File: src/rtl/mem_pkg.sv
// Shared types for the memory-stage controller and its lane aligner.
// Latency: n/a (types, constants and a pure helper function only).
// Backpressure: n/a.
package mem_pkg;

  // Widest supported bus and address; request structs are sized for these.
  localparam int MAX_XLEN   = 64;
  localparam int MAX_ADDR_W = 64;

  typedef enum logic [1:0] {
    BYTE  = 2'd0,
    HALF  = 2'd1,
    WORD  = 2'd2,
    DWORD = 2'd3
  } mem_size_t;

  typedef enum logic [1:0] {
    IDLE = 2'd0,
    REQ  = 2'd1,
    WAIT = 2'd2,
    RESP = 2'd3
  } mem_state_t;

  // Latched pipeline request; zext=1 means the load zero-extends.
  typedef struct packed {
    logic                  write;
    mem_size_t             size;
    logic                  zext;
    logic [MAX_ADDR_W-1:0] addr;
    logic [MAX_XLEN-1:0]   wdata;
  } mem_req_t;

  // Number of bytes touched by an access of the given size.
  function automatic int size_bytes(input mem_size_t s);
    return 1 << int'(s);
  endfunction

endpackage

File: src/rtl/mem_lane_align.sv
// Lane steering: store strobes/replication, load extract/extend, alignment fault.
// Latency: purely combinational.
// Backpressure: none; the caller decides when the outputs are sampled.
module mem_lane_align
  import mem_pkg::*;
#(
  parameter  int XLEN = 32,
  localparam int NB   = XLEN / 8,
  localparam int OFF  = $clog2(NB)
) (
  input  mem_size_t        i_size,
  input  logic             i_zext,
  input  logic [OFF-1:0]   i_lane,
  input  logic [XLEN-1:0]  i_wdata,
  input  logic [XLEN-1:0]  i_rdata,
  output logic [NB-1:0]    o_strb,
  output logic [XLEN-1:0]  o_wdata,
  output logic [XLEN-1:0]  o_rdata,
  output logic             o_misalign
);

  int              w_nb;
  logic [XLEN-1:0] w_shifted;

  assign w_nb      = size_bytes(i_size);
  assign w_shifted = i_rdata >> {i_lane, 3'b000};

  // Strobes and fault: dword is illegal on a 32-bit bus, otherwise the
  // lane offset must be a multiple of the access size.
  always_comb begin
    o_strb     = NB'((1 << w_nb) - 1) << i_lane;
    o_misalign = ((XLEN == 32) && (i_size == DWORD)) ||
                 ((int'(i_lane) & (w_nb - 1)) != 0);
  end

  // Store data: low access-size bytes repeated across every lane.
  always_comb begin
    o_wdata = '0;
    for (int b = 0; b < NB; b++) begin
      o_wdata[8*b +: 8] = i_wdata[8*(b & (w_nb - 1)) +: 8];
    end
  end

  // Load data: shift the addressed lane down, then truncate and extend.
  always_comb begin
    o_rdata = w_shifted;
    case (i_size)
      BYTE: begin
        if (i_zext) o_rdata = XLEN'(w_shifted[7:0]);
        else        o_rdata = XLEN'($signed(w_shifted[7:0]));
      end
      HALF: begin
        if (i_zext) o_rdata = XLEN'(w_shifted[15:0]);
        else        o_rdata = XLEN'($signed(w_shifted[15:0]));
      end
      WORD: begin
        if (i_zext) o_rdata = XLEN'(w_shifted[31:0]);
        else        o_rdata = XLEN'($signed(w_shifted[31:0]));
      end
      default: o_rdata = w_shifted;
    endcase
  end

endmodule

File: src/rtl/mem_stage_ctrl.sv
// Pipeline load/store to variable-latency data-memory request/response bridge.
// Latency: 4 cycles minimum (accept, REQ, WAIT, RESP); faults answer 1 cycle after accept.
// Backpressure: req_ready only in IDLE; dm_* held stable in REQ until dm_req_ready.
module mem_stage_ctrl
  import mem_pkg::*;
#(
  parameter int XLEN    = 32,
  parameter int ADDR_W  = 32,
  parameter int TIMEOUT = 255
) (
  input  logic                clk,
  input  logic                resetn,
  input  logic                req_valid,
  output logic                req_ready,
  input  logic                req_write,
  input  logic [1:0]          req_size,
  input  logic                req_unsigned,
  input  logic [ADDR_W-1:0]   req_addr,
  input  logic [XLEN-1:0]     req_wdata,
  output logic                resp_valid,
  output logic [XLEN-1:0]     resp_rdata,
  output logic                resp_misaligned,
  output logic                resp_bus_err,
  output logic                dm_req_valid,
  input  logic                dm_req_ready,
  output logic                dm_we,
  output logic [ADDR_W-1:0]   dm_addr,
  output logic [XLEN/8-1:0]   dm_strb,
  output logic [XLEN-1:0]     dm_wdata,
  input  logic                dm_resp_valid,
  input  logic [XLEN-1:0]     dm_rdata
);

  localparam int NB    = XLEN / 8;
  localparam int OFF   = $clog2(NB);
  localparam int CNT_W = (TIMEOUT > 1) ? $clog2(TIMEOUT) : 1;

  mem_state_t          r_state;
  mem_req_t            r_req;
  logic [ADDR_W-1:0]   r_dm_addr;
  logic [NB-1:0]       r_dm_strb;
  logic [XLEN-1:0]     r_dm_wdata;
  logic                r_dm_we;
  logic [XLEN-1:0]     r_resp_rdata;
  logic                r_misaligned;
  logic                r_bus_err;
  logic [CNT_W-1:0]    r_cnt;

  mem_size_t           w_size;
  logic [OFF-1:0]      w_lane;
  logic [NB-1:0]       w_strb;
  logic [XLEN-1:0]     w_wdata;
  logic [XLEN-1:0]     w_rdata;
  logic                w_misalign;
  logic                w_timeout;
  logic                w_unused_req;

  // The aligner serves the incoming request in IDLE and the latched one later.
  assign w_size = (r_state == IDLE) ? mem_size_t'(req_size) : r_req.size;
  assign w_lane = (r_state == IDLE) ? req_addr[OFF-1:0] : r_req.addr[OFF-1:0];

  // Address pad bits and the raw store data are kept only for visibility.
  assign w_unused_req = ^r_req;

  assign w_timeout = (TIMEOUT != 0) && (r_cnt == CNT_W'(TIMEOUT - 1));

  mem_lane_align #(.XLEN(XLEN)) u_align (
    .i_size     (w_size),
    .i_zext     (r_req.zext),
    .i_lane     (w_lane),
    .i_wdata    (req_wdata),
    .i_rdata    (dm_rdata),
    .o_strb     (w_strb),
    .o_wdata    (w_wdata),
    .o_rdata    (w_rdata),
    .o_misalign (w_misalign)
  );

  // Transaction FSM plus the request/response registers it owns.
  always_ff @(posedge clk) begin
    if (!resetn) begin
      r_state      <= IDLE;
      r_req        <= '0;
      r_dm_addr    <= '0;
      r_dm_strb    <= '0;
      r_dm_wdata   <= '0;
      r_dm_we      <= 1'b0;
      r_resp_rdata <= '0;
      r_misaligned <= 1'b0;
      r_bus_err    <= 1'b0;
      r_cnt        <= '0;
    end else begin
      case (r_state)
        IDLE: begin
          if (req_valid) begin
            r_req        <= '{write: req_write,
                              size:  mem_size_t'(req_size),
                              zext:  req_unsigned,
                              addr:  MAX_ADDR_W'(req_addr),
                              wdata: MAX_XLEN'(req_wdata)};
            r_dm_addr    <= {req_addr[ADDR_W-1:OFF], {OFF{1'b0}}};
            r_dm_strb    <= req_write ? w_strb : '1;
            r_dm_wdata   <= req_write ? w_wdata : '0;
            r_dm_we      <= req_write;
            r_resp_rdata <= '0;
            r_misaligned <= w_misalign;
            r_bus_err    <= 1'b0;
            r_state      <= w_misalign ? RESP : REQ;
          end
        end
        REQ: begin
          if (dm_req_ready) begin
            r_cnt   <= '0;
            r_state <= WAIT;
          end
        end
        WAIT: begin
          if (dm_resp_valid) begin
            r_resp_rdata <= r_req.write ? '0 : w_rdata;
            r_state      <= RESP;
          end else if (w_timeout) begin
            r_bus_err <= 1'b1;
            r_state   <= RESP;
          end else begin
            r_cnt <= r_cnt + CNT_W'(1);
          end
        end
        default: r_state <= IDLE;
      endcase
    end
  end

  assign req_ready       = (r_state == IDLE);
  assign dm_req_valid    = (r_state == REQ);
  assign resp_valid      = (r_state == RESP);
  assign resp_rdata      = r_resp_rdata;
  assign resp_misaligned = r_misaligned;
  assign resp_bus_err    = r_bus_err;
  assign dm_we           = r_dm_we;
  assign dm_addr         = r_dm_addr;
  assign dm_strb         = r_dm_strb;
  assign dm_wdata        = r_dm_wdata;

endmodule

File: config.mk
export PLATFORM = sky130hd
export DESIGN_NAME = mem_stage_ctrl
export DESIGN_NICKNAME = d
export VERILOG_FILES = /design/src/rtl/mem_pkg.sv /design/src/rtl/mem_lane_align.sv /design/src/rtl/mem_stage_ctrl.sv
export SDC_FILE = /design/constraint.sdc
export NUM_CORES = 1
export LEC_CHECK = 0
export ABC_AREA = 1
export BUFFER_PORTS_ARGS = -buffer_cell sky130_fd_sc_hd__buf_2
export CAP_MARGIN = 20
export CELL_PAD_IN_SITES_DETAIL_PLACEMENT = 2
export CELL_PAD_IN_SITES_GLOBAL_PLACEMENT = 2
export CORE_MARGIN = 4
export CORE_UTILIZATION = 28
export DETAILED_ROUTE_END_ITERATION = 6
export PLACE_DENSITY_LB_ADDON = 0.1
export SKIP_LAST_GASP = 1
export SLEW_MARGIN = 20
export SYNTH_ARGS = -nofsm -noshare
export SYNTH_HDL_FRONTEND = slang
export SYNTH_SLANG_ARGS = --single-unit
File: constraint.sdc
create_clock -name clk -period 4.95 [get_ports clk]
set_input_delay 0.2475 -clock clk [delete_from_list [all_inputs] [get_ports clk]]
set_output_delay 0.2475 -clock clk [all_outputs]
set_load 0.02 [all_outputs]
==> impl_metrics.csv <==
group,metric,value,unit
grt,overflow,0,
cts,hold_buffers,0,
critical_path,cp.required,5.28,ns
run,maxCapViolCount,0,
grt,grt_pass1_vias,6398,
critical_path,worstSetupPathType,"flop to flop",
power_and_ir_drop,total_power,4260,µW
layout,final_core_util,37.4,%
cts,post-cts-setup-buffer-count,0,
power_and_ir_drop,p_int,2360,µW
timing,tightest_slew,0.899,ns
yosys,synth.top_cell.area_share,41.6,%
timing,skew,0.0138,ns
min_path,holdCritStartpoint,"req_addr[29]",
cts,root_buffer,"clkbuf_16",
timing,period_share,60.7,%
cts,htree_levels,4,
critical_path,worstPathArrival,3.34,ns
detailed_routing,finalWirelength,21.7,mm
power_and_ir_drop,sequentialPowerShare,27.5,%
cts,cts_resized,0,
floorplanning,core,19500,µm²
detailed_routing,top_layer,"met5",
critical_path,start_kind,"flop",
yosys,ys_async_sr_fraction,0,%
layout,drive_gt1_share,28.8,%
yosys,ys_seq_area_share,41.6,%
cts,clkSinkCount,116,
yosys,yosys-top-cells-area,"dfxtp_1 42%, nand2_1 16%, a21oi_1 8.3%",
timing,maxSlewViolCount,0,
yosys,synth_cell_type_count,36,
critical_path,crit_fanout,42,
grt,grt_antenna_before_repair,2,
detailed_routing,route.met3.wl,1.23,mm
yosys,synth.most_common_cell,"nand2_1",
yosys,synth_flop_cell,"dfxtp_1",
min_path,hold_class,"input port to flop",
grt,grt_pass1_wl,34.6,mm
placement,port_buffers,208,
detailed_routing,ant_nets,0,
cts,cts_tree,"built",
timing,max_freq,333,MHz
timing,final_hold_viol_count,0,
detailed_routing,vias,5964,
layout,final_nets,1097,
floorplanning,rows,51,
detailed_routing,wl_met1,9.89,mm
floorplanning,ioPinCount,211,
yosys,synth_edf_count,0,
yosys,avgSynthCellArea,6.91,µm²
power_and_ir_drop,p_comb_share,44.0,%
detailed_routing,avgViaCountPerCell,4.72,
grt,grt_max_degree,70,
power_and_ir_drop,swShare,44.5,%
floorplanning,start_util,28.6,%
power_and_ir_drop,leakage,0.00337,µW
timing,fin_tns_setup,0,ns
cts,cts_buffers,17,
cts,cts.path.max_buffers,2,
timing,setup_viol,0,
placement,gp_congestion,0.788,
critical_path,crit_start,"r_state[0]$_SDFFE_PN0P_",
detailed_routing,drt_pre_antenna_iters,4,
yosys,syn_inst,808,
floorplanning,dieArea,22300,µm²
timing,relSlewSlack,40.1,%
timing,grt_setup_unrepaired,"false",
detailed_routing,wl_per_cell,17.1,µm
power_and_ir_drop,p_clk_share,28.5,%
yosys,ys_warn_count,0,
cts,clk_pin_slew,0.06,ns
detailed_routing,wl_met2,10.2,mm
power_and_ir_drop,p_per_area,584,nW/µm²
grt,grt_usage,19.7,%
yosys,synthTopCellsByCount,"239 x nand2_1, 116 x dfxtp_1, 97 x nor2_1",
yosys,yosysTopAreaCell,"dfxtp_1",
cts,insertion_delay,0.42,ns
run_status,outcome,"finished, final reports clean",
yosys,syn-cell-area,5580,µm²
timing,finalCriticalPeriod,3.00,ns
detailed_routing,first_iter_violations,225,
layout,areaGrowthSynthToFinish,30.7,%
floorplanning,die_w,149,µm
power_and_ir_drop,peakVddDrop,0.222,mV
detailed_routing,post-route-drc-count,0,
yosys,synth_seq_cells,116,
critical_path,end_kind,"flop",
floorplanning,die_h,149,µm
power_and_ir_drop,p_switching,1900,µW
placement,dp_hpwl,15.4,mm
critical_path,r2r-start,"r_state[0]$_SDFFE_PN0P_",
==> cell usage in the layout (no fill, tap or decap), drive strengths merged, types with 3 or more instances in the layout <==
master / n
inv: 31
nor2: 100
clkbuf: 21
o21ai: 56
clkinvlp: 3
ha: 6
or2: 12
o21bai: 5
xor2: 4
nand3: 44
a21oi: 103
o211ai: 11
nand2: 257
buf: 212
clkinv: 5
dfxtp: 116
==> path summary, 6_finish.rpt <==
kind                            cells after the start                     endpoint  slack [ns]
worst max-delay path                                9    dm_wdata[21]$_SDFFE_PN0P_        1.95
worst min register to register                      2  resp_rdata[20]$_SDFFE_PN0P_        0.46
worst min-delay path                                3     dm_addr[29]$_SDFFE_PN0P_        0.08
worst max register to register                      9    dm_wdata[21]$_SDFFE_PN0P_        1.95
==> area by class of cell <==
type	count	area [µm²]
inverter	31	116
antenna	1	2.50
multi-input combinational	608	2890
clock buffer	21	460
clock inverter	10	108
timing repair buffer	212	1070
fill	2426	12200
sequential	116	2320
tap	265	332
==> flip-flops by register name (all words and copies together), names as in the netlist <==
name / count
dm_wdata: 32
resp_rdata: 32
dm_addr: 30
r_cnt: 8
r_req: 5
dm_strb: 4
r_state: 2
dm_we: 1
resp_bus_err: 1
resp_misaligned: 1
==> critical path, stage by stage, from the launching register on <==
cell,delay (ns)
dfxtp_1,0.34
inv_1,0.09
ha_1,0.48
nand2_2,0.11
inv_2,0.56
nand2_2,0.40
inv_2,0.41
o21ai_0,0.16
o21bai_1,0.20
a21oi_1,0.16
==> power by group through the flow <==
stage               sequential [µW]  combinational, µW  clock (µW)
finish                         1170               1880        1210
global route                   1200               2110        1290
CTS                            1170               1920        1250
detailed placement             1190               1900           0
global placement               1190               1880           0
floorplan                      1350               1210           0
==> cell families (layout without fill, tap and decap cells) <==
logic type | Yosys count | count (layout) | synth area share, %
adders and majority gates | 6 | 6 | 1.34
other | 1 | 3 | 0.0672
and+or+nand+nor | 415 | 415 | 31.6
xor gates and xnor gates | 4 | 4 | 0.627
buffers and inverters | 85 | 274 | 6.84
DFF | 116 | 116 | 41.6
AOI/OAI and AO/OA | 181 | 181 | 17.9
==> metrics by stage <==
step / hold WS, ns / worst slack, ns / cell area (µm²) / cells
5_1_grt: 0.0825 / 1.55 / 7300 / 1263
3_3_place_gp: 0.452 / 2.06 / 6730 / 1232
4_1_cts: 0.0637 / 1.82 / 7300 / 1263
3_5_place_dp: 0.457 / 1.94 / 6730 / 1232
2_1_floorplan: 0.391 / 3.01 / 5590 / 809
6_report: 0.0792 / 1.95 / 7300 / 1264
==> routing by layer <==
| layer | track usage (%) | vias up |
|---|---|---|
| met5 | 0 | - |
| met4 | 5.35 | 4 |
| met3 | 5.99 | 23 |
| met2 | 32.1 | 127 |
| met1 | 25.2 | 2848 |
| li1 | - | 2962 |
(Power assumes the default switching activity.)
